<file path="config.mk">
export PLATFORM = sky130hd
export DESIGN_NAME = frame_state_ctrl_flat
export DESIGN_NICKNAME = d
export VERILOG_FILES = /design/src/rtl/pong_pkg.sv /design/src/rtl/frame_state_ctrl_if.sv /design/src/rtl/frame_state_ctrl_unpack.sv /design/src/rtl/frame_state_ctrl.sv /design/src/flat_wrapper.sv
export SDC_FILE = /design/constraint.sdc
export NUM_CORES = 1
export LEC_CHECK = 0
export BUFFER_PORTS_ARGS = -buffer_cell sky130_fd_sc_hd__buf_2
export CORE_ASPECT_RATIO = 1.75
export CORE_MARGIN = 5
export CORE_UTILIZATION = 35
export DETAILED_ROUTE_END_ITERATION = 10
export GPL_ROUTABILITY_DRIVEN = 0
export GPL_TIMING_DRIVEN = 0
export HOLD_SLACK_MARGIN = 0.12
export RECOVER_POWER = 25
export SLEW_MARGIN = 40
export SYNTH_ARGS = -nofsm -noshare
export SYNTH_HDL_FRONTEND = slang
export SYNTH_SLANG_ARGS = --single-unit
</file>
<file path="constraint.sdc">
create_clock -name vgaclk -period 8.12 [get_ports vgaclk]
set_input_delay 0.406 -clock vgaclk [delete_from_list [all_inputs] [get_ports vgaclk]]
set_output_delay 0.406 -clock vgaclk [all_outputs]
set_load 0.02 [all_outputs]
</file>
<file path="src/rtl/pong_pkg.sv">
// Screen geometry, link-lost message code and the packed formats of the two
// state words the game CPU writes into the frame controller.
package pong_pkg;

    localparam int SCREEN_W     = 640;
    localparam int SCREEN_H     = 480;
    localparam int PADDLEHEIGHT = 50;

    localparam logic [2:0] MSG_LINK_LOST = 3'd7;

    localparam logic [9:0] BALLX_MAX  = 10'(SCREEN_W - 1);
    localparam logic [9:0] BALLY_MAX  = 10'(SCREEN_H - 1);
    localparam logic [9:0] PADDLE_MAX = 10'(SCREEN_H - PADDLEHEIGHT);

    typedef struct packed {
        logic [9:0] ballx;
        logic [9:0] bally;
        logic [5:0] score1;
        logic [5:0] score2;
    } word_a_t;

    typedef struct packed {
        logic [9:0] paddle1;
        logic [9:0] paddle2;
        logic [8:0] sound_sel;
        logic [2:0] msg_sel;
    } word_b_t;

    // Ball centred, paddles centred, everything else blank.
    localparam word_a_t WORD_A_RST = '{ballx: 10'd320, bally: 10'd240,
                                       score1: 6'd0, score2: 6'd0};
    localparam word_b_t WORD_B_RST = '{paddle1: 10'd215, paddle2: 10'd215,
                                       sound_sel: 9'd0, msg_sel: 3'd0};

    typedef enum logic [1:0] {
        ST_ACTIVE = 2'd0,
        ST_COMMIT = 2'd1,
        ST_BLANK  = 2'd2
    } fsm_state_t;

    function automatic logic [9:0] clamp10(input logic [9:0] v, input logic [9:0] lim);
        return (v > lim) ? lim : v;
    endfunction

endpackage

</file>
<file path="src/rtl/frame_state_ctrl_if.sv">
// Write port from the game CPU: two independent one-cycle word strobes.
interface frame_state_ctrl_if;

    logic        word_a_valid;
    logic [31:0] word_a;
    logic        word_b_valid;
    logic [31:0] word_b;

    modport master (
        output word_a_valid,
        output word_a,
        output word_b_valid,
        output word_b
    );

    modport slave (
        input word_a_valid,
        input word_a,
        input word_b_valid,
        input word_b
    );

endinterface

</file>
<file path="src/rtl/frame_state_ctrl_unpack.sv">
// Splits a state word and clamps its two leading 10-bit coordinate fields;
// the low 12 bits pass through untouched. Both word formats share this layout.
module state_word_unpack
    import pong_pkg::*;
#(
    parameter logic [9:0] HI_MAX  = BALLX_MAX,
    parameter logic [9:0] MID_MAX = BALLY_MAX
) (
    input  logic [31:0] word_i,
    output logic [31:0] word_o
);

    logic [9:0]  hi_fld;
    logic [9:0]  mid_fld;
    logic [11:0] lo_fld;

    assign hi_fld  = word_i[31:22];
    assign mid_fld = word_i[21:12];
    assign lo_fld  = word_i[11:0];

    assign word_o = {clamp10(hi_fld, HI_MAX), clamp10(mid_fld, MID_MAX), lo_fld};

endmodule

</file>
<file path="src/rtl/frame_state_ctrl.sv">
// Frame-synchronous publication of CPU-written display state: words are
// shadowed at any time and copied to the outputs once per vsync falling edge.
module frame_state_ctrl
    import pong_pkg::*;
#(
    parameter int STALE_FRAMES = 30,
    parameter int BLINK_FRAMES = 16
) (
    input  logic                vgaclk,
    input  logic                reset,
    input  logic                vsync,
    frame_state_ctrl_if.slave   wr,
    input  logic                frame_cnt_ld,
    input  logic [15:0]         frame_cnt_ld_val,
    output logic [9:0]          ballx,
    output logic [9:0]          bally,
    output logic [9:0]          paddle1,
    output logic [9:0]          paddle2,
    output logic [5:0]          score1,
    output logic [5:0]          score2,
    output logic [8:0]          sound_sel,
    output logic [2:0]          msg_sel,
    output logic                commit,
    output logic                stale,
    output logic                blink,
    output logic [15:0]         frame_cnt
);

    localparam int MISS_W  = $clog2(STALE_FRAMES + 1);
    localparam int BLINK_W = (BLINK_FRAMES > 1) ? $clog2(BLINK_FRAMES) : 1;
    localparam logic [MISS_W-1:0]  MISS_MAX  = MISS_W'(STALE_FRAMES);
    localparam logic [BLINK_W-1:0] BLINK_END = BLINK_W'(BLINK_FRAMES - 1);

    fsm_state_t          state_q, state_d;
    logic                vsync_q;
    logic                vsync_fall;
    logic                in_commit;

    logic [31:0]         shad_a_q, shad_a_d;
    logic [31:0]         shad_b_q, shad_b_d;
    logic                pend_a_q, pend_a_d;
    logic                pend_b_q, pend_b_d;
    logic [31:0]         clamp_a, clamp_b;
    word_a_t             out_a_q, out_a_d;
    word_b_t             out_b_q, out_b_d;
    logic [MISS_W-1:0]   miss_q, miss_d;
    logic [15:0]         frame_cnt_q, frame_cnt_d;
    logic [BLINK_W-1:0]  blink_cnt_q, blink_cnt_d;
    logic                blink_q, blink_d;

    assign vsync_fall = vsync_q & ~vsync;

    // ---------------- FSM: state register ----------------
    always_ff @(posedge vgaclk or posedge reset) begin
        if (reset) state_q <= ST_ACTIVE;
        else       state_q <= state_d;
    end

    // ---------------- FSM: next state ----------------
    // BLANK only leaves on vsync high, so a repeated fall inside the
    // sync pulse cannot trigger a second commit.
    always_comb begin
        state_d = state_q;
        unique case (state_q)
            ST_ACTIVE: if (vsync_fall) state_d = ST_COMMIT;
            ST_COMMIT: state_d = ST_BLANK;
            ST_BLANK:  if (vsync) state_d = ST_ACTIVE;
            default:   state_d = ST_ACTIVE;
        endcase
    end

    // ---------------- FSM: outputs ----------------
    always_comb begin
        in_commit = (state_q == ST_COMMIT);
        commit    = in_commit & (pend_a_q | pend_b_q);
    end

    state_word_unpack #(.HI_MAX(BALLX_MAX), .MID_MAX(BALLY_MAX)) u_unpack_a (
        .word_i (shad_a_q),
        .word_o (clamp_a)
    );

    state_word_unpack #(.HI_MAX(PADDLE_MAX), .MID_MAX(PADDLE_MAX)) u_unpack_b (
        .word_i (shad_b_q),
        .word_o (clamp_b)
    );

    // ---------------- datapath next state ----------------
    always_comb begin
        shad_a_d    = shad_a_q;
        shad_b_d    = shad_b_q;
        pend_a_d    = pend_a_q;
        pend_b_d    = pend_b_q;
        out_a_d     = out_a_q;
        out_b_d     = out_b_q;
        miss_d      = miss_q;
        frame_cnt_d = frame_cnt_q;
        blink_cnt_d = blink_cnt_q;
        blink_d     = blink_q;

        // Publish uses the shadow as it stood entering COMMIT; a strobe in
        // the same cycle refills the shadow and keeps pend for next frame.
        if (in_commit && pend_a_q) out_a_d = word_a_t'(clamp_a);
        if (in_commit && pend_b_q) out_b_d = word_b_t'(clamp_b);

        if (wr.word_a_valid) begin
            shad_a_d = wr.word_a;
            pend_a_d = 1'b1;
        end else if (in_commit) begin
            pend_a_d = 1'b0;
        end

        if (wr.word_b_valid) begin
            shad_b_d = wr.word_b;
            pend_b_d = 1'b1;
        end else if (in_commit) begin
            pend_b_d = 1'b0;
        end

        if (in_commit) begin
            if (commit)                miss_d = '0;
            else if (miss_q != MISS_MAX) miss_d = miss_q + 1'b1;

            frame_cnt_d = frame_cnt_q + 16'd1;

            if (blink_cnt_q == BLINK_END) begin
                blink_cnt_d = '0;
                blink_d     = ~blink_q;
            end else begin
                blink_cnt_d = blink_cnt_q + 1'b1;
            end
        end

        if (frame_cnt_ld) frame_cnt_d = frame_cnt_ld_val;
    end

    // ---------------- datapath registers ----------------
    always_ff @(posedge vgaclk or posedge reset) begin
        if (reset) begin
            vsync_q     <= 1'b1;
            shad_a_q    <= '0;
            shad_b_q    <= '0;
            pend_a_q    <= 1'b0;
            pend_b_q    <= 1'b0;
            out_a_q     <= WORD_A_RST;
            out_b_q     <= WORD_B_RST;
            miss_q      <= '0;
            frame_cnt_q <= '0;
            blink_cnt_q <= '0;
            blink_q     <= 1'b0;
        end else begin
            vsync_q     <= vsync;
            shad_a_q    <= shad_a_d;
            shad_b_q    <= shad_b_d;
            pend_a_q    <= pend_a_d;
            pend_b_q    <= pend_b_d;
            out_a_q     <= out_a_d;
            out_b_q     <= out_b_d;
            miss_q      <= miss_d;
            frame_cnt_q <= frame_cnt_d;
            blink_cnt_q <= blink_cnt_d;
            blink_q     <= blink_d;
        end
    end

    assign ballx     = out_a_q.ballx;
    assign bally     = out_a_q.bally;
    assign score1    = out_a_q.score1;
    assign score2    = out_a_q.score2;
    assign paddle1   = out_b_q.paddle1;
    assign paddle2   = out_b_q.paddle2;
    assign sound_sel = out_b_q.sound_sel;

    // Link-lost overrides the message without touching the committed value.
    assign stale     = (miss_q >= MISS_MAX);
    assign msg_sel   = stale ? MSG_LINK_LOST : out_b_q.msg_sel;
    assign blink     = blink_q;
    assign frame_cnt = frame_cnt_q;

endmodule

</file>
<file path="src/flat_wrapper.sv">
// flat-port wrapper written by rule: the top's interface ports become plain ports
module frame_state_ctrl_flat import pong_pkg::*;
#(
    parameter int STALE_FRAMES = 30,
    parameter int BLINK_FRAMES = 16
)
  (vgaclk, reset, vsync, frame_cnt_ld, frame_cnt_ld_val, ballx, bally, paddle1, paddle2, score1, score2, sound_sel, msg_sel, commit, stale, blink, frame_cnt, wr_word_a_valid, wr_word_a, wr_word_b_valid, wr_word_b);
  frame_state_ctrl_if wr_i ();
  input  logic vgaclk;
  input  logic reset;
  input  logic vsync;
  input  logic frame_cnt_ld;
  input  logic [15:0] frame_cnt_ld_val;
  output logic [9:0] ballx;
  output logic [9:0] bally;
  output logic [9:0] paddle1;
  output logic [9:0] paddle2;
  output logic [5:0] score1;
  output logic [5:0] score2;
  output logic [8:0] sound_sel;
  output logic [2:0] msg_sel;
  output logic commit;
  output logic stale;
  output logic blink;
  output logic [15:0] frame_cnt;
  input wire logic [$bits(wr_i.word_a_valid)-1:0] wr_word_a_valid;
  input wire logic [$bits(wr_i.word_a)-1:0] wr_word_a;
  input wire logic [$bits(wr_i.word_b_valid)-1:0] wr_word_b_valid;
  input wire logic [$bits(wr_i.word_b)-1:0] wr_word_b;
  assign wr_i.word_a_valid = wr_word_a_valid;
  assign wr_i.word_a = wr_word_a;
  assign wr_i.word_b_valid = wr_word_b_valid;
  assign wr_i.word_b = wr_word_b;
  frame_state_ctrl #(.STALE_FRAMES(STALE_FRAMES), .BLINK_FRAMES(BLINK_FRAMES)) u_core (.vgaclk(vgaclk), .reset(reset), .vsync(vsync), .wr(wr_i), .frame_cnt_ld(frame_cnt_ld), .frame_cnt_ld_val(frame_cnt_ld_val), .ballx(ballx), .bally(bally), .paddle1(paddle1), .paddle2(paddle2), .score1(score1), .score2(score2), .sound_sel(sound_sel), .msg_sel(msg_sel), .commit(commit), .stale(stale), .blink(blink), .frame_cnt(frame_cnt));
endmodule
</file>
# Word level (Yosys, flattened, before mapping)
# Cells that the tools add are included.
# totals
register_bits	159
latch_bits	0
ramBits	0
mem_bits_ro	0
in_bits	86
out_inout_bits	83
word_cells	63
n_memories	0
# classes
addsub	3
multipliers	0
div	0
magnitude_cmp	5
n_eq_ne	6
shifts	0
n_mux	16
bitwise	5
reduce_logical	10
# op_table
operator	n
$mux 10	4
$mux 16	2
$gt 10x9->1 const B	3
$add 16x1->16 const B	1
$gt 10x10->1 const B	1
$mux 5	2
$reduce_bool 2->1	4
$pmux 2 s3	1
$reduce_and 2->1	3
$add 5x1->5 const B	1
$ge 5x5->1 const B	1
$ne 5x5->1 const B	1
$add 4x1->4 const B	1
$eq 4x4->1 const B	1
$mux 2	2
$mux 4	1
$mux 1	3
$mux 3	1
$and 1x1->1	2
$eq 2x1->1 const B	1
$eq 2x2->1 const B	1
$logic_and 1x1->1	2
$logic_not 2->1	1
$ne 2x1->1 const B	1
other kinds (3)	4

# Depth between registers and ports, before layout
# Gate-level depths: netlist of the first run.
# depth
ltp_word	4
depth_mapped	7
mapped_depth_nobuf	6

# Hierarchy
# A second synthesis of the first run with hierarchy kept.
# unflattened
cells_unflattened	555
hier_area_um2	7445.9
# modules_own_cells
mod	instances	cells_per_inst	area_per_inst_um2
frame_state_ctrl	1	474	6859.1
state_word_unpack (u_core.u_unpack_b)	1	45	341.6
state_word_unpack (u_core.u_unpack_a)	1	36	245.2

# Worst setup path before layout of the first run
# OpenSTA, ideal clock, no wires.
# synth_path
kind	register to register
from	register u_core.frame_cnt_q[0] (netlist: u_core.frame_cnt[0])
to	register u_core.frame_cnt_q[12] (netlist: u_core.frame_cnt[12])
setup_ns	0.130
arrival_time_ns	1.425
slack_ns	6.565
path_stages_with_launch	6
path_buffers	0
synth_period_minus_slack_ns	1.555
cell_sequence	dfrtp_1 > ha_1 > nand4b_1 > nor4_1 > xnor2_1 > o21ai_1
# synth_between
elab_chain_cells	3
# synth_lines
item	line_no	rtl
from (decl)	frame_state_ctrl.sv:47	logic [15:0] frame_cnt_q, frame_cnt_d;
from (signal assigned)	frame_state_ctrl.sv:160	frame_cnt_q <= frame_cnt_d;
$add 16x1->16	frame_state_ctrl.sv:124	frame_cnt_d = frame_cnt_q + 16'd1;
$mux 16	frame_state_ctrl.sv:120	if (in_commit) begin
$mux 16	frame_state_ctrl.sv:134	if (frame_cnt_ld) frame_cnt_d = frame_cnt_ld_val;
# No other way between the ends. The select of a mux whose other input is x is not followed.
# A chain may end at the register's enable or synchronous reset.

# Final worst setup path of the first run
# layout_path
from	register u_core.miss_q[0]
to	output port msg_sel[1]
# layout_between
elab_chain_cells	2
# layout_lines
item	line_no	rtl
from (decl)	frame_state_ctrl.sv:46	logic [MISS_W-1:0] miss_q, miss_d;
from (signal assigned)	frame_state_ctrl.sv:159	miss_q <= miss_d;
$ge 5x5->1	frame_state_ctrl.sv:175	assign stale = (miss_q >= MISS_MAX);
$mux 3	frame_state_ctrl.sv:176	assign msg_sel = stale ? MSG_LINK_LOST : out_b_q.msg_sel;
to (decl)	flat_wrapper.sv:21	output logic [2:0] msg_sel;
# No other way between the ends.

==> results of run 1 <==
[cell type report]
type / count / area, um2
Clock buffer: 20 / 447
Buffer: 54 / 330
Inverter: 9 / 35.0
Fill cell: 1798 / 10100
Multi-Input combinational cell: 358 / 2300
Tap cell: 238 / 298
Sequential cell: 159 / 4000
Timing Repair Buffer: 170 / 905
Clock inverter: 12 / 208
[cell families after synthesis]
kind of cell             count (synthesis)
AO/OA/AOI/OAI                           72
XOR/XNOR                                15
adder cells (fa/ha/maj)                  4
buffers and inverters                   63
flip-flops                             159
multiplexers                            65
AND/OR/NAND/NOR                        202
[per-stage QoR]
stage	utilization, %	worst slack (ns)	hold WS [ns]	area, um2	power, mW
global route	45.7	5.88	0.187	8520	2.71
finish	45.7	6.03	0.191	8520	2.57
global placement	41.8	1.44	0.442	7790	1.70
floorplan	-	3.45	0.410	6670	1.49
CTS	45.7	5.98	0.162	8530	2.61
detailed placement	42.1	6.30	0.399	7860	1.71
[path summary, 6_finish.rpt]
check,from,endpoint,slack [ns],cells after the start
setup / recovery,u_core.miss_q[0],msg_sel[1],6.03,5
hold / removal,frame_cnt_ld_val[6],u_core.frame_cnt[6],0.19,3
setup reg to reg,u_core.frame_cnt[0],u_core.frame_cnt[12],6.40,5
hold reg to reg,u_core.ballx[8],u_core.ballx[8],0.45,2
max in group asynchronous,reset,u_core.paddle1[7],6.19,4
min in group asynchronous,reset,u_core.shad_a_q[13],0.94,3
[placed cells by master, fill, tap and decap left out, drive strengths merged, types with 4 or more instances in the layout]
cell      Yosys  final
inv           9     10
o21ai        32     32
a22o          4      4
bufinv        0      5
a21o          4      4
dfstp        19     19
nor4          5      5
nand2b        4      4
and2          6      6
ha            4      4
nor3          6      6
nand2       134    134
clkbuf       14     37
clkinvlp      0      4
dfrtp       140    140
mux2         63     63
nand3        12     12
o22a         18     18
nor2         14     14
buf          40    205
xnor2        12     12
nand4         9      9
[registers in the layout, summed over array words and instances, names as in the netlist, 6 cells and up]
name              cells
u_core.paddle1       10
u_core.ballx         10
u_core.score1         6
u_core.shad_a_q      32
u_core.frame_cnt     16
u_core.score2         6
u_core.bally         10
u_core.shad_b_q      32
u_core.sound_sel      9
u_core.paddle2       10
[critical path: stages (launching register included)]
cell and delay [ns]:
sky130_fd_sc_hd__dfrtp_1 0.41, sky130_fd_sc_hd__inv_1 0.06, sky130_fd_sc_hd__ha_1 0.21, sky130_fd_sc_hd__o211ai_1 0.33
sky130_fd_sc_hd__nand2b_1 0.09, sky130_fd_sc_hd__buf_2 0.17
[power by group]
group | leakage (nW) | switching [mW] | internal [mW]
combinational | 1.87 | 0.350 | 0.267
clock | 0.307 | 0.321 | 0.556
sequential | 1.87 | 0.100 | 0.972
total | 4.04 | 0.770 | 1.80
[per-layer routing]
metal,wire (um),part of all wire (%),vias up
met5,47,0.29,-
met2,8560,53,122
met4,415,2.6,6
met3,957,5.9,34
met1,6130,38,2311
li1,-,-,2328
==> impl_summary.txt, run 1 <==
----------------------------------------------------
[Clock network]
  H-Tree Level Count ... 4
  # resized after CTS ... 0
  Later-pin clock latency in the skew report ... roughly 0.43 ns
  Buffer levels on the longest clock path ... 2
  Buffers inserted during post-CTS setup optimization ... 0
  Clock root buffer master ... sky130_fd_sc_hd__clkbuf_16
  Post-cts hold buffer count ... 2
  Inserted Clock Buffers ... 17
  Clk sinks ... about 160
  Clock transition at the registers of the reported paths ... about 0.060 ns
  TritonCTS clock tree ... built

[Timing]
  Fmax ... 0.478 GHz
  Slew @ Worst Pin ... ~1.7 ns
  Final Skew ... 0.00788 ns
  RSZ-0062 raised after global routing ... false
  Post-Route Setup TNS ... 0 ns
  Final setup violation count ... 0
  Final Hold Fails ... 0
  Worst slew margin relative to its limit ... -13.2%
  Final cycle utilization of the critical path ... 25.7%
  Number of max-slew violations in the final report ... 32
  Time the worst path needs with I/O delays and setup ... between 2 and 2.5 ns

[Pwr]
  Power density over the cells ... ~300 nW/um2
  Worst ir drop on vdd ... approximately 160 uV
  Leakage ... 4.04 nW

[Outcome]
  Violated checks ... capacitance limit, slew limit
  Run status ... finished with violations

[Floorplan]
  Die footprint ... about 22000 um2
  Number of primary I/O pins ... between 150 and 200
  Initial core utilization ... 35.7%
  Height of the die ... 193 um
  Cell Rows ... between 60 and 70
  Standard cell core area ... 18700 um2
  Horiz. Die Dim ... 114 um

[Synthesis]
  Async set-or-reset flop fraction in the synthesized netlist ... 100%
  Cell area after synthesis ... 6670 um2
  Flip-flop and latch count after synthesis ... 159
  Post-synth top area share ... 52.6%
  Cells after synthesis ... 580
  Synthesized-area fraction occupied by and/or/nand/nor cells ... 13.6%
  Total number of yosys warnings ... 0
  Synth Area per Inst ... roughly 11 um2
  Dominant combinational cell family by area after synthesis ... simple AND/OR/NAND/NOR gates
  Dominant cell type by area after synthesis ... sky130_fd_sc_hd__dfrtp_1
  Number of nets produced by synthesis ... 670
  Sequential cell area fraction in the yosys report ... 60.0%
  Top cells by count, synth ... sky130_fd_sc_hd__dfrtp_1 (140), sky130_fd_sc_hd__nand2_1 (133), sky130_fd_sc_hd__mux2_2 (63)
  Post-synthesis mux area share ... 10.9%
  Predominant post-synthesis flop cell ... sky130_fd_sc_hd__dfrtp_1
  Count of cell types in the netlist ... 42
  Ranking of synthesized cells by area ... sky130_fd_sc_hd__dfrtp_1 (53%), sky130_fd_sc_hd__mux2_2 (11%), sky130_fd_sc_hd__dfstp_2 (7.5%)
  Post-synth EDFFs ... 0
  Post-synthesis adder-cell area fraction ... less than 1%
  Most common cell in the synthesized netlist ... sky130_fd_sc_hd__dfrtp_1
  Share of the synthesized netlist area taken by xor and xnor gates ... under 10%
  Fraction of the mapped netlist area in compound gates ... between 7 and 8%

[Layout]
  Synth-to-layout area growth ... 27.8%
  Non-filler cells in the finished layout ... approximately 1000
  Final #Nets ... approximately 860
  Fraction of final layout cells sized beyond drive strength 1 ... approximately two fifths
  Diode count ... 0

[GRT]
  Global routing met3 resource utilization ... 4.20%
  Largest net degree at the start of global routing ... 66
  Global routing's busiest layer ... met2
  Antenna violations before repair ... 3
  Total overflow reported by the global router ... 0
  GR Layer Usage met1 ... 17.2%
  GRT Util Overall ... between 15 and 20%
  Global-route wire length before repair ... between 20000 and 30000 um
  Global-route met2 utilization ... a little over a quarter
  Number of global-route vias before repair ... about 5000

[Detailed routing]
  Total via count after detailed routing ... around 4800
  DRC violations left ... 0
  Number of DRC markers in iteration 0 ... 222
  Iteration count of the initial detailed-routing pass ... 4
  Routed wirelength normalized by instance count ... ~16 um
  Count of antenna-violating nets left after detailed routing ... 0
  Number of vias per cell after detailed routing ... approximately 4.7
  Total length of routed wires ... about 16000 um

[Placed design]
  Inst Count DP ... 986
  Number of I/O port buffers ... ~170
  Detail Placement HPWL ... approximately 12000 um

[Critical path]
  Kind of launch point of the worst setup path ... flip-flop
  Worst Path Class, Setup ... flip-flop to output pin
  Required time reported for the critical path endpoint ... 7.71 ns
  CP Capture Type ... output pin
  Largest fanout on the critical path ... 5
  Data arrival time at the worst-slack endpoint ... between 1.5 and 2 ns

[Hold path]
  Class of the tightest hold or removal check ... input port to flip-flop

[Flow run]
  Max-cap violations ... 1

----------------------------------------------------
No activity file was read; power rests on OpenSTA's default activity.
==> inputs of run 2 (changes only) <==
clock period = 1.72 ns   (was 8.12 ns; I/O delays follow)
==> run 2 against run 1 <==
Effect of this change:
- sequential power grew to 4.7 times the previous value
- core utilization grew 5.7 points
- critical path type is now flip-flop to flip-flop
- via count grew 9.6%
- final area grew 13%
- clock-buffer cell count grew 2
- hold slack lost 0.049 ns
- first-iteration DRC count grew 14%
- the flow now finishes without violations
- register-to-register slack lost 6.3 ns
==> impl_summary.txt, run 2 (synthesis results as in run 1) <==
----------------------------------------------------
[Outcome]
  Run status ... finished clean

[Timing]
  Time the worst path needs with I/O delays and setup ... roughly 1.6 ns
  Worst slew margin relative to its limit ... between 50% and 60%
  Final setup violation count ... 0
  Final hold slack ... 0.143 ns
  Final cycle utilization of the critical path ... roughly 95%
  Number of max-slew violations in the final report ... 0
  Final Hold Fails ... 0
  Fmax ... roughly 0.6 GHz
  Final Skew ... between 0.009 and 0.01 ns
  Slew @ Worst Pin ... 0.719 ns
  Setup WS post-layout ... 0.0924 ns

[Clock network]
  H-Tree Level Count ... 4
  Clock root buffer master ... sky130_fd_sc_hd__clkbuf_16
  TritonCTS clock tree ... built
  Clock transition at the registers of the reported paths ... approximately 0.06 ns
  Later-pin clock latency in the skew report ... approximately 0.43 ns
  Inserted Clock Buffers ... 17
  Clk sinks ... ~160
  Buffer levels on the longest clock path ... 2

[Critical path]
  Levels on crit path ... 4
  Largest fanout on the critical path ... 6
  Cell-by-cell listing of the critical path ... nand3b_1, nor4_1, nand3_1, a31oi_1
  Data arrival time at the worst-slack endpoint ... 1.97 ns
  Crit path buf inv count ... 0
  Slowest stage cell on the critical path ... sky130_fd_sc_hd__nor4_1
  Required time reported for the critical path endpoint ... around 2.1 ns
  Worst Path Class, Setup ... flip-flop to flip-flop
  Cell depth of the worst flop-to-flop path ... 4
  Delay contributed by the slowest stage of the critical path ... 0.48 ns
  Dominant delay contributor by cell family on the critical path ... simple AND/OR/NAND/NOR gates
  Kind of launch point of the worst setup path ... flip-flop
  CP Capture Type ... flip-flop

[Floorplan]
  Standard cell core area ... approximately 19000 um2
  Horiz. Die Dim ... around 110 um
  Number of primary I/O pins ... 169
  Cell Rows ... 66
  Height of the die ... 193 um
  Initial core utilization ... 35.7%
  Die footprint ... roughly 22000 um2

[Detailed routing]
  Count of antenna-violating nets left after detailed routing ... 0
  Total via count after detailed routing ... about 5300
  Number of vias per cell after detailed routing ... roughly 4.7
  Iteration count of the initial detailed-routing pass ... 4
  Number of DRC markers in iteration 0 ... 254
  Routed wirelength normalized by instance count ... about 16 um
  DRC violations left ... 0
  Total length of routed wires ... between 15000 and 20000 um

[Layout]
  Most frequent standard cell in the layout excluding fill and tap cells ... sky130_fd_sc_hd__buf_2
  Synth-to-layout area growth ... 43.9%
  Fraction of final layout cells sized beyond drive strength 1 ... about two fifths
  Final #Nets ... a little under 1000
  Non-filler cells in the finished layout ... 1123
  Top library cells by usage in the layout, fill and taps aside ... sky130_fd_sc_hd__buf_2 (169), sky130_fd_sc_hd__dfrtp_1 (139), sky130_fd_sc_hd__nand2_1 (131), sky130_fd_sc_hd__dlygate4sd3_1 (90), sky130_fd_sc_hd__mux2_2 (63)

[GRT]
  Total overflow reported by the global router ... 0
  Number of global-route vias before repair ... roughly 5500
  Global-route wire length before repair ... 28100 um
  GRT Util Overall ... ~17%
  Antenna violations before repair ... 1
  Largest net degree at the start of global routing ... 24

[Placed design]
  Inst Count DP ... roughly 990
  Number of I/O port buffers ... between 150 and 200
  Detail Placement HPWL ... approximately 13000 um
  Setup slack at placement ... -0.0182 ns

[Pwr]
  Power density over the cells ... around 1300 nW/um2
  Overall power of the completed layout ... roughly 12 mW
  Leakage ... ~4.5 nW
  Worst ir drop on vdd ... approximately 750 uV

[Hold path]
  Class of the tightest hold or removal check ... input port to flip-flop
  Hold Crit Depth ... 2

[Flow run]
  Max-cap violations ... 0

----------------------------------------------------
## run 2: worst paths after layout
| path | start | end | slack (ns) |
|---|---|---|---|
| hold reg to reg | u_core.paddle1[6] | u_core.paddle1[6] | 0.45 |
| hold / removal | wr_word_b_valid | u_core.shad_b_q[29] | 0.14 |
| min in group asynchronous | reset | u_core.frame_cnt[8] | 0.34 |
| max in group asynchronous | reset | u_core.paddle2[4] | 0.15 |
| setup reg to reg | u_core.state_q[1] | u_core.frame_cnt[15] | 0.09 |
| setup / recovery | u_core.state_q[1] | u_core.frame_cnt[15] | 0.09 |
## run 2: stage by stage
| step | area [um2] | setup TNS, ns | utilization (%) |
|---|---|---|---|
| 3_5_place_dp | 8000 | -0.0685 | 42.9 |
| 4_1_cts | 9530 | 0 | 51.1 |
| 3_3_place_gp | 7800 | -223.72 | 41.8 |
| 2_1_floorplan | 6670 | -51.15 | - |
| 5_1_grt | 9590 | -0.0187 | 51.4 |
| 6_report | 9590 | 0 | 51.4 |
## run 2: layout make-up
| type | instances | area [um2] |
|---|---|---|
| diodes | 1 | 2.50 |
| plain buffers | 53 | 338 |
| clock buffers | 22 | 474 |
| clock inverters | 10 | 135 |
| fillers | 1700 | 9070 |
| inverters | 9 | 35.0 |
| multi-input cells | 358 | 2320 |
| flip-flops and latches | 159 | 4000 |
| well taps | 238 | 298 |
| repair buffers | 273 | 1980 |
## run 2: where the power goes
group	internal [mW]	total, mW	switching (mW)	leakage [nW]
logic	1.43	3.12	1.69	2.34
registers	4.59	5.07	0.484	1.87
clock network	2.39	3.87	1.48	0.300
total	8.42	12.1	3.65	4.51
## run 2: repair_timing
action / 4_1_cts / 5_1_grt
hold buffers: 89 / 4
setup endpoints to repair: 6 / 65
pin swaps: 1 / 0
gates resized for setup: 0 / 17
hold endpoints to repair: 121 / 41
setup buffers: 4 / 3
## run 2: metal layers
| layer | vias to the layer above | wire (um) | part of all wire (%) | track usage (%) |
|---|---|---|---|---|
| met5 | - | 0 | 0 | 0 |
| met4 | 0 | 665 | 3.8 | 8.14 |
| met3 | 47 | 844 | 4.8 | 4.08 |
| met2 | 151 | 9410 | 54 | 29.6 |
| met1 | 2530 | 6610 | 38 | 18.1 |
| li1 | 2532 | - | - | - |
## run 2: worst register-to-register path, delay by kind of cell (launching register included)
| kind | cells | cell delay [ns] |
|---|---|---|
| AO/OA/AOI/OAI | 1 | 0.17 |
| AND/OR/NAND/NOR | 3 | 0.96 |
| flip-flops | 1 | 0.42 |
==> inputs of run 3 (changes only) <==
CORE_UTILIZATION = 48   (was 35)
PLACE_DENSITY = 0.76   (was not set)
==> run 3 against run 2 <==
Effect of this change:
- clock power down 3%
- die area down 25%
- critical path depth unchanged
- highest routed layer unchanged
==> impl_summary.txt, run 3 (synthesis results as in run 1) <==
----------------------------------------------------
[Outcome]
  Run status ... finished clean

[Clock network]
  H-Tree Level Count ... 4
  Inserted Clock Buffers ... 17
  TritonCTS clock tree ... built
  Clk sinks ... 159
  Clock root buffer master ... sky130_fd_sc_hd__clkbuf_16
  Clock transition at the registers of the reported paths ... ~0.060 ns
  Later-pin clock latency in the skew report ... 0.41 ns
  Buffer levels on the longest clock path ... 2

[Timing]
  Post-Route Setup TNS ... 0 ns
  Final setup violation count ... 0
  Final cycle utilization of the critical path ... between 90% and 100%
  Final Hold Fails ... 0
  Number of max-slew violations in the final report ... 0
  Fmax ... ~0.60 GHz
  RSZ-0062 raised after global routing ... false
  Setup WS post-layout ... about 0.056 ns
  Time the worst path needs with I/O delays and setup ... approximately 1.7 ns
  Final hold slack ... 0.136 ns
  Worst slew margin relative to its limit ... roughly two fifths
  Slew @ Worst Pin ... 0.895 ns
  Final Skew ... 0.0142 ns

[Critical path]
  Required time reported for the critical path endpoint ... 2.01 ns
  RR Startpoint ... u_core.state_q[1]
  Data arrival time at the worst-slack endpoint ... roughly 2 ns
  Launching instance or port of the critical path ... u_core.state_q[1]
  Kind of launch point of the worst setup path ... flip-flop
  Largest fanout on the critical path ... 6
  Cell depth of the worst flop-to-flop path ... 4
  Cell-by-cell listing of the critical path ... nand3b_1, nor3_1, mux2i_1, nand3_1
  Worst Path Class, Setup ... flip-flop to flip-flop
  End point of the critical path ... u_core.frame_cnt[13]
  CP Capture Type ... flip-flop
  Delay contributed by the slowest stage of the critical path ... approximately 0.45 ns
  Slack of the worst reg-to-reg path ... roughly 0.056 ns
  R2R Path End ... u_core.frame_cnt[13]
  Slowest stage cell on the critical path ... sky130_fd_sc_hd__nor3_1

[GRT]
  Total overflow reported by the global router ... 0
  Number of global-route vias before repair ... 5994
  GRT Util Overall ... 22.4%
  Largest net degree at the start of global routing ... 29
  Antenna violations before repair ... 0
  Global-route wire length before repair ... ~30000 um

[Placed design]
  Setup slack at placement ... -0.0725 ns
  Number of I/O port buffers ... 166
  Detail Placement HPWL ... around 12000 um

[Layout]
  Final #Nets ... roughly 950
  Number of filler instances in the final layout ... 971
  Most frequent standard cell in the layout excluding fill and tap cells ... sky130_fd_sc_hd__buf_2
  End-of-flow core utilization ... between 60 and 70%
  Top library cells by usage in the layout, fill and taps aside ... sky130_fd_sc_hd__buf_2 (170), sky130_fd_sc_hd__dfrtp_1 (139), sky130_fd_sc_hd__nand2_1 (131), sky130_fd_sc_hd__dlygate4sd3_1 (86), sky130_fd_sc_hd__mux2_2 (62)
  Synth-to-layout area growth ... 40.3%
  Diode count ... 0
  Fraction of final layout cells sized beyond drive strength 1 ... between 30% and 40%

[Detailed routing]
  DRC violations left ... 0
  Routed wirelength normalized by instance count ... roughly 17 um
  Total via count after detailed routing ... about 5400
  Total length of routed wires ... 17900 um
  Count of antenna-violating nets left after detailed routing ... 0
  Number of DRC markers in iteration 0 ... 160
  Iteration count of the initial detailed-routing pass ... 4
  Number of vias per cell after detailed routing ... slightly above 5

[Pwr]
  Switching pwr ... between 3 and 4 mW
  Clock network fraction of total power ... between 30 and 40%
  Design internal power ... 8.22 mW
  Worst ir drop on vdd ... about 900 uV
  Power density over the cells ... 1290 nW/um2
  Combinational group share of total power ... between 20% and 30%
  Leakage ... approximately 4.4 nW
  Switching power as a share of total power ... approximately a third
  Portion of total power attributed to sequential cells ... between 40% and 50%

[Floorplan]
  Height of the die ... 166 um
  Number of primary I/O pins ... approximately 170
  Horiz. Die Dim ... ~99 um
  Standard cell core area ... 13800 um2
  Initial core utilization ... 48.4%
  Die footprint ... between 15000 and 20000 um2
  Cell Rows ... 57

[Flow run]
  Max-cap violations ... 0

[Hold path]
  Class of the tightest hold or removal check ... input port to flip-flop
  Hold Crit Depth ... 2

----------------------------------------------------
run 3: changes by cell type in the layout (fill, tap and decap cells not counted), moves of 3 or more:
cell	before	now
sky130_fd_sc_hd__clkbuf_2	4	0
sky130_fd_sc_hd__buf_16	5	2
sky130_fd_sc_hd__inv_6	0	7
sky130_fd_sc_hd__dlygate4sd3_1	90	86
run 3: cell type report:
| type | instances | area [um2] | area share, % |
|---|---|---|---|
| Clock buffer | 19 | 443 | 4.74 |
| Inverter | 9 | 35.0 | 0.375 |
| Buffer | 53 | 332 | 3.54 |
| Timing Repair Buffer | 264 | 1860 | 19.8 |
| Sequential cell | 159 | 4000 | 42.8 |
| Clock inverter | 13 | 148 | 1.58 |
| Tap cell | 177 | 221 | 2.37 |
| Multi-Input combinational cell | 358 | 2320 | 24.8 |
run 3: metrics by stage:
step / instances / total power [mW] / cell area (um2)
3_5_place_dp: 929 / 8.13 / 7870
5_1_grt: 1052 / 12.6 / 9350
6_report: 1052 / 12.0 / 9350
3_3_place_gp: 923 / 7.95 / 7720
4_1_cts: 1049 / 12.1 / 9340
2_1_floorplan: 580 / 7.02 / 6670
run 3: power by group through the flow:
stage	Combinational, mW	Sequential [mW]	Clock, mW
floorplan	1.60	5.43	0
global placement	2.85	5.10	0
detailed placement	2.97	5.16	0
CTS	3.15	5.10	3.82
global route	3.40	5.22	4.00
finish	3.14	5.12	3.77
run 3: per-layer routing:
layer	vias up	share of wire [%]	routed length (um)	track usage (%)
met5	-	0	0	0
met3	57	5.3	950	4.67
li1	2517	-	-	-
met1	2652	35	6340	24.3
met2	204	55	9910	40.6
met4	0	3.8	688	10.9
run 3: critical path, delay by kind of cell, from the launching register on:
family,cells,cell delay (ns)
DFF,1,0.42
and+or+nand+nor,3,0.89
muxes,1,0.23
run 3: worst min path at each step:
stage	start	to	slack [ns]
3_5_place_dp	reset	u_core.shad_b_q[16]	0.12
6_report	wr_word_a_valid	u_core.shad_a_q[31]	0.14
2_1_floorplan	vsync	u_core.vsync_q	0.09
5_1_grt	wr_word_a_valid	u_core.shad_a_q[31]	0.15
4_1_cts	wr_word_a_valid	u_core.shad_a_q[30]	0.12
3_3_place_gp	vsync	u_core.vsync_q	0.21
run 3: timing repair:
action / CTS / global route
endpoints found under the setup margin: 6 / 23
hold endpoints to repair: 134 / 0
resized for setup: 1 / 9
hold buffers: 86 / 0
pin swaps: 1 / 1
buffers inserted: 3 / 3
